--- src/rtl/lcd_pkg.sv ---
// Shared definitions for the LCD host agent: command codes, FSM state encoding and
// image geometry.
package lcd_pkg;

  localparam int IMG_AW = 6;
  localparam int PIX_W  = 8;

  typedef logic [2:0] cmd_code_t;

  localparam cmd_code_t CMD_WRITE = 3'd0;
  localparam cmd_code_t CMD_UP    = 3'd1;
  localparam cmd_code_t CMD_DOWN  = 3'd2;
  localparam cmd_code_t CMD_LEFT  = 3'd3;
  localparam cmd_code_t CMD_RIGHT = 3'd4;
  localparam cmd_code_t CMD_AVG   = 3'd5;
  localparam cmd_code_t CMD_MIRX  = 3'd6;
  localparam cmd_code_t CMD_MIRY  = 3'd7;

  typedef enum logic [2:0] {
    ST_IDLE,
    ST_LOAD_WAIT,
    ST_ISSUE,
    ST_ACK,
    ST_EXEC,
    ST_FINISH,
    ST_ERR
  } state_e;

endpackage

--- src/rtl/lcd_img_ram.sv ---
// 64x8 pixel RAM: one synchronous write port and one read port that is either registered
// (read-before-write on a same-address collision) or combinational, chosen by REG_RD.
module lcd_img_ram
  import lcd_pkg::*;
#(
  parameter bit REG_RD = 1'b1
) (
  input  logic              clk,
  input  logic              reset,
  input  logic              we,
  input  logic [IMG_AW-1:0] wr_addr,
  input  logic [PIX_W-1:0]  wr_data,
  input  logic              rd_en,
  input  logic [IMG_AW-1:0] rd_addr,
  output logic [PIX_W-1:0]  rd_data
);

  localparam int DEPTH = 1 << IMG_AW;

  logic [PIX_W-1:0] mem [DEPTH];
  logic [PIX_W-1:0] rd_q;

  // NOTE: the storage array has no reset so it maps onto plain RAM; its contents are
  // preloaded by the host and deliberately survive a reset.
  always_ff @(posedge clk) begin
    if (we) begin
      mem[wr_addr] <= wr_data;
    end
  end

  // NOTE: sequential state uses non-blocking assignments so every register samples
  // pre-edge values; this is also what gives the read port its old-data behaviour.
  always_ff @(posedge clk or posedge reset) begin
    if (reset) begin
      rd_q <= '0;
    end else if (rd_en) begin
      rd_q <= mem[rd_addr];
    end
  end

  assign rd_data = REG_RD ? rd_q : mem[rd_addr];

endmodule

--- src/rtl/lcd_host_agent.sv ---
// Host-side agent for the LCD controller: serves IROM reads, sequences a preloaded command
// list over the cmd/cmd_valid/busy handshake, captures IRB writes and flags finish/timeout.
module lcd_host_agent
  import lcd_pkg::*;
#(
  parameter int CMD_DEPTH = 32,
  parameter int CMD_AW    = 5,
  parameter int TIMEOUT   = 4096
) (
  input  logic              clk,
  input  logic              reset,
  input  logic              start,
  input  logic              img_wr_en,
  input  logic [IMG_AW-1:0] img_wr_addr,
  input  logic [PIX_W-1:0]  img_wr_data,
  input  logic              cmd_wr_en,
  input  logic [CMD_AW-1:0] cmd_wr_addr,
  input  logic [2:0]        cmd_wr_data,
  input  logic [CMD_AW:0]   cmd_count,
  input  logic              IROM_EN,
  input  logic [IMG_AW-1:0] IROM_A,
  output logic [PIX_W-1:0]  IROM_Q,
  output logic [2:0]        cmd,
  output logic              cmd_valid,
  input  logic              busy,
  input  logic              done,
  input  logic              IRB_RW,
  input  logic [IMG_AW-1:0] IRB_A,
  input  logic [PIX_W-1:0]  IRB_D,
  input  logic [IMG_AW-1:0] res_rd_addr,
  output logic [PIX_W-1:0]  res_rd_data,
  output logic              finish,
  output logic              timeout,
  output logic [CMD_AW:0]   cmds_issued
);

  localparam int WD_W = (TIMEOUT > 2) ? $clog2(TIMEOUT) : 1;

  state_e            state_q, state_d;
  logic [CMD_AW:0]   ptr_q, ptr_d, ptr_inc, count_q, cmds_issued_q;
  logic [WD_W-1:0]   wd_q, wd_d;
  logic              wd_expired, waiting, idle;
  cmd_code_t         cmd_q;
  logic              cmd_valid_q, finish_q, timeout_q;
  cmd_code_t         cmd_mem [CMD_DEPTH];

  assign idle       = (state_q == ST_IDLE);
  assign ptr_inc    = ptr_q + (CMD_AW + 1)'(1);
  assign wd_expired = (wd_q == WD_W'(TIMEOUT - 1));
  assign waiting    = (state_q == ST_LOAD_WAIT) || (state_q == ST_ACK) || (state_q == ST_EXEC);

  always_ff @(posedge clk) begin
    if (idle && cmd_wr_en) begin
      cmd_mem[cmd_wr_addr] <= cmd_wr_data;
    end
  end

  // NOTE: every variable gets a default before the case so no path leaves one unassigned
  // and no latch is inferred.
  always_comb begin
    state_d = state_q;
    ptr_d   = ptr_q;
    unique case (state_q)
      ST_IDLE: begin
        if (start) begin
          state_d = ST_LOAD_WAIT;
          ptr_d   = '0;
        end
      end
      ST_LOAD_WAIT: begin
        if (!busy)           state_d = (ptr_q < count_q) ? ST_ISSUE : ST_FINISH;
        else if (wd_expired) state_d = ST_ERR;
      end
      ST_ISSUE: state_d = ST_ACK;
      ST_ACK: begin
        if (busy)            state_d = ST_EXEC;
        else if (wd_expired) state_d = ST_ERR;
      end
      ST_EXEC: begin
        // A WRITE ends the session on done; later list entries are never issued.
        if (cmd_q == CMD_WRITE) begin
          if (done)            state_d = ST_FINISH;
          else if (wd_expired) state_d = ST_ERR;
        end else if (!busy) begin
          ptr_d   = ptr_inc;
          state_d = (ptr_inc < count_q) ? ST_ISSUE : ST_FINISH;
        end else if (wd_expired) begin
          state_d = ST_ERR;
        end
      end
      ST_FINISH: state_d = ST_IDLE;
      ST_ERR:    state_d = ST_IDLE;
      default:   state_d = ST_IDLE;
    endcase
    wd_d = (waiting && (state_d == state_q)) ? wd_q + WD_W'(1) : '0;
  end

  always_ff @(posedge clk or posedge reset) begin
    if (reset) begin
      state_q       <= ST_IDLE;
      ptr_q         <= '0;
      count_q       <= '0;
      wd_q          <= '0;
      cmd_q         <= CMD_WRITE;
      cmd_valid_q   <= 1'b0;
      finish_q      <= 1'b0;
      timeout_q     <= 1'b0;
      cmds_issued_q <= '0;
    end else begin
      state_q     <= state_d;
      ptr_q       <= ptr_d;
      wd_q        <= wd_d;
      // cmd and cmd_valid are loaded on entry to ISSUE so both are valid in that cycle.
      cmd_valid_q <= (state_d == ST_ISSUE);
      if (state_d == ST_ISSUE) begin
        cmd_q         <= cmd_mem[ptr_d[CMD_AW-1:0]];
        cmds_issued_q <= cmds_issued_q + (CMD_AW + 1)'(1);
      end
      if (idle && start) begin
        count_q       <= cmd_count;
        finish_q      <= 1'b0;
        timeout_q     <= 1'b0;
        cmds_issued_q <= '0;
      end
      if (state_q == ST_FINISH) finish_q  <= 1'b1;
      if (state_q == ST_ERR)    timeout_q <= 1'b1;
    end
  end

  lcd_img_ram #(.REG_RD(1'b1)) u_img_ram (
    .clk     (clk),
    .reset   (reset),
    .we      (idle && img_wr_en),
    .wr_addr (img_wr_addr),
    .wr_data (img_wr_data),
    .rd_en   (!IROM_EN),
    .rd_addr (IROM_A),
    .rd_data (IROM_Q)
  );

  lcd_img_ram #(.REG_RD(1'b0)) u_res_ram (
    .clk     (clk),
    .reset   (reset),
    .we      (!idle && !IRB_RW),
    .wr_addr (IRB_A),
    .wr_data (IRB_D),
    .rd_en   (1'b0),
    .rd_addr (res_rd_addr),
    .rd_data (res_rd_data)
  );

  assign cmd         = cmd_q;
  assign cmd_valid   = cmd_valid_q;
  assign finish      = finish_q;
  assign timeout     = timeout_q;
  assign cmds_issued = cmds_issued_q;

endmodule

--- config.mk ---
export PLATFORM = sky130hd
export DESIGN_NAME = lcd_host_agent
export DESIGN_NICKNAME = d
export VERILOG_FILES = /design/src/rtl/lcd_pkg.sv /design/src/rtl/lcd_img_ram.sv /design/src/rtl/lcd_host_agent.sv
export SDC_FILE = /design/constraint.sdc
export NUM_CORES = 1
export LEC_CHECK = 0
export ABC_AREA = 1
export ABC_CLOCK_PERIOD_IN_PS = 2100
export BUFFER_PORTS_ARGS = -buffer_cell sky130_fd_sc_hd__buf_2
export CORE_MARGIN = 2
export CORE_UTILIZATION = 40
export DETAILED_ROUTE_END_ITERATION = 6
export PLACE_DENSITY = 0.62
export SLEW_MARGIN = 0
export SYNTH_ARGS = -nofsm -noshare
export SYNTH_HDL_FRONTEND = slang
export SYNTH_SLANG_ARGS = --single-unit
--- constraint.sdc ---
create_clock -name clk -period 2.1 [get_ports clk]
set_input_delay 0.21 -clock clk [delete_from_list [all_inputs] [get_ports clk]]
set_output_delay 0.21 -clock clk [all_outputs]
set_load 0.02 [all_outputs]
==> impl_results.md <==
- Status: finished with violations
- Failing checks: setup timing
- Cts bufs inserted: 120
- Worst hold path type: input pin to register
- Worst-margin pin slew: 1.074 ns
- Crit path launch type: register
- Final setup fails: 31
- Max-slew violations: 0
- I/O pin total: 91
- Crit-path cells: o21ai_0 > o22ai_1 > o21ai_0 > o221ai_1 > o211ai_1 > nand2_1 > buf_6
- First-pass GRT wire length: 187,100 um
- Clock-pin slew on the worst setup and hold paths: ~0.060 ns
- Largest fanout on the critical path: 1
- Max Clk Rate: 387.9 MHz
- Critical R2R Capture: cmds_issued[0]
- Crit-path slowest cell: edfxtp_1
- Reg2reg start: ptr_q[0]
- Synth Flop Type: edfxtp_1
- Via count: approximately 32k
- Clk Latency, worst-skew pair: 0.71 ns
- Hold depth: 5
- I/O Buffers: 90
- P_leak: 0.01966 uW
- Footprint of the multi-input gates: 12,770 um^2
- WL final: 122,900 um
- Initial antenna violation count: 5
- Post-Syn Instances: ~3.8k
- Root buf cell: clkbuf_16
- Data arrival time of the critical path: 2.37 ns
- Final ANT Viol Nets: 0
- Hold Crit Start: IROM_A[5]
- Die Area: 121,900 um^2
- Critical path startpoint: u_res_ram.mem[21][2]
- Final Hold Vio Count: 0
- Sequential area share after synthesis: 73.06%
- Fin util: 49.16%
- Gpl congestion: 0.8773
- Critical path class: register to primary output
- Gr ovfl total: 0
- Worst path bufs/invs: 1
- Hold Path End: u_img_ram.rd_data[4]
- Synthesized flop and latch total: ~1.2k
- H-tree depth: 3
- Async SR Flop Fraction: 4.027%
- Row count: 126
- Initial Util: 40.35%
- Area grow syn2layout: 21.83%
- GR Layer Usage met1: 27.42%
- Hpwl dp: approximately 76,000 um
- Number of vias per cell: 5.495
- Final Cycle Share: 122.8%
- Reg-to-reg setup timing slack: -0.37 ns
- Reg2Reg Depth: 16
- Req. time, crit path: 1.89 ns
- Die height: 349.1 um
- P per Cell Area: 963.0 nW/um^2
- Fraction of layout cells with a size suffix above 1: 21.23%
- Mapped Avg Cell Area: 12.39 um^2
- Number of remaining DRC errors: 0
- RSZ-0062 raised after global routing: yes
- Synth unique cells: 49
- Rel. slew slack: 28.39%
- Peak supply drop: ~700 uV
- Max Cap Viol: 0
- Post-route setup slack: -0.4780 ns
- Largest net degree at the start of global routing: 78
- DP Worst Slack: -0.4417 ns
- Gr usage total: 19.85%
- Most frequent cell on the critical path: o21ai_0
- Filler Cells Inserted: 10.06k
- Longest Clk Path Bufs: 3
- Fin nets: 4,243
- Die width: 349.1 um
- M3 GR Usage: 2.635%
- DRT iter0 DRCs: 3,202
- Critical Path Sink Type: primary output
- Core Region: 118,100 um^2
- WL/cell: 21.14 um
- Met2 Use GR: 32.88%
- Vias in the first global route: around 31k
- Yosys Warn Count: 0
- GRT Max-Usage Layer: met2
- TritonCTS Sinks: 1,167
- TritonCTS clock tree: done
- Register area: 34,810 um^2
- EDFF count, synth: 1,120
- Clock Skew: 0.03250 ns
- Biggest cell delay along the critical path: roughly 0.38 ns
- Period minus WS final: 2.578 ns
- Pre-Repair DR Iteration Count: 6
- Syn Std Cell Area: approximately 48,000 um^2
- Net Count, Synth: 3,923
- Delay-heaviest family, CP: compound AO/OA/AOI/OAI gates
==> cell families after synthesis <==
family,after synthesis,share of synthesized area [%]
buffers and inverters,364,3.041
adder cells (fa/ha/maj),13,0.3414
XOR/XNOR,18,0.3309
AO/OA/AOI/OAI,977,11.58
flip-flops,1167,73.06
AND/OR/NAND/NOR,1308,11.65
==> worst min-delay path, cell delays in order <==
cell	delay, ns
buf_2	0.18
nand3_1	0.15
nand2_1	0.08
nand2_1	0.06
nand2_1	0.04
==> metrics by stage <==
stage | cell area, um^2 | power [uW] | setup TNS (ns) | instances | hold WS (ns)
after floorplan | 47670 | 30410 | -2.840 | 3847 | 0.3089
after global placement | 52280 | 33520 | -90.70 | 5559 | 0.3014
after detailed placement | 52280 | 33570 | -106.01 | 5559 | 0.2972
after CTS | 57250 | 55990 | -9.539 | 5809 | 0.009796
after global routing | 58050 | 57940 | -14.74 | 5812 | 0.05433
final | 58050 | 55900 | -9.687 | 5812 | 0.05177
==> registers in the layout, indices dropped and copies added, names as in the netlist <==
register / count
cmd: 3
state_q: 3
count_q: 6
cmds_issued: 6
u_img_ram.mem: 512
u_res_ram.mem: 512
u_img_ram.rd_data: 8
cmd_valid: 1
finish: 1
timeout: 1
cmd_mem: 96
wd_q: 12
ptr_q: 6
==> cell usage in the layout, fill, tap and decap left out, drive strengths merged, types with 20 or more instances in the layout <==
cell,synthesis,layout
buf,49,421
clkbuf,190,159
clkinv,2,48
dfrtp,47,47
edfxtp,1120,1120
inv,123,122
nand2,238,238
nand3,190,191
nand3b,33,33
nor2,790,791
o211ai,59,59
o21ai,612,612
o22ai,263,263
or2,20,20
==> Yosys cell counts (4+ instances only) <==
| library cell | n | area (um^2) |
|---|---|---|
| nand4_1 | 17 | 106.4 |
| nand2_2 | 5 | 31.28 |
| or2_2 | 5 | 31.28 |
| inv_1 | 115 | 431.7 |
| a21oi_1 | 5 | 25.02 |
| o221ai_1 | 19 | 166.4 |
| buf_1 | 5 | 18.77 |
| o22ai_1 | 261 | 1633 |
| o211ai_1 | 59 | 442.9 |
| clkbuf_1 | 190 | 713.2 |
| nand3b_1 | 33 | 247.7 |
| nor2_1 | 783 | 2939 |
| xnor2_1 | 4 | 35.03 |
| dfrtp_1 | 47 | 1176 |
| buf_6 | 4 | 45.04 |
| buf_2 | 39 | 195.2 |
| nand2_1 | 231 | 867.1 |
| nor3_2 | 10 | 100.1 |
| inv_2 | 8 | 30.03 |
| ha_1 | 13 | 162.7 |
| xor2_1 | 14 | 122.6 |
| edfxtp_1 | 1120 | 33630 |
| or2_1 | 12 | 75.07 |
| nor3_1 | 8 | 40.04 |
| nand3_1 | 184 | 920.9 |
| o311ai_0 | 5 | 43.79 |
| nand3_2 | 5 | 50.05 |
| o21bai_1 | 6 | 45.04 |
| o21ai_0 | 588 | 2943 |
| o21ai_1 | 24 | 120.1 |
| nor2_2 | 4 | 25.02 |
==> layout make-up <==
class	instances	area share (%)
Timing Repair Buffer	435	6.921
Antenna cell	4	0.01724
Clock inverter	68	1.270
Multi-Input combinational cell	2318	22.00
Tap cell	1536	3.311
Inverter	125	0.8364
Clock buffer	159	5.676
Sequential cell	1167	59.97
==> per-layer routing <==
metal  vias to the layer above  share of wire [%]
met5                         -                  0
met4                         0                2.6
met3                       205                6.5
met2                      1166                 48
met1                     15760                 42
li1                      14810                  -
==> where the power goes <==
part	leakage, uW	switching [uW]	internal (uW)
sequential	0.0107	151	25800
clock	0.00195	8960	12600
combinational	0.00702	5250	3080
total	0.0197	14400	41500
==> how the worst max path moves through the flow <==
stage / to / cells past startpoint
finish: res_rd_data[2] / 7
CTS: res_rd_data[2] / 8
detailed placement: cmds_issued[3] / 16
global placement: cmds_issued[5] / 18
global route: cmds_issued[0] / 17
floorplan: cmds_issued[2] / 18
==> timing repair <==
item                                   4_1_cts  5_1_grt
gates cloned                                 4        0
endpoints found under the hold margin      128        0
setup endpoints to repair                  896      795
setup buffers                               10        1
hold buffers                                14        0
pin swaps                                   79       93
resized for setup                          238      262
(Power assumes the default switching activity.)
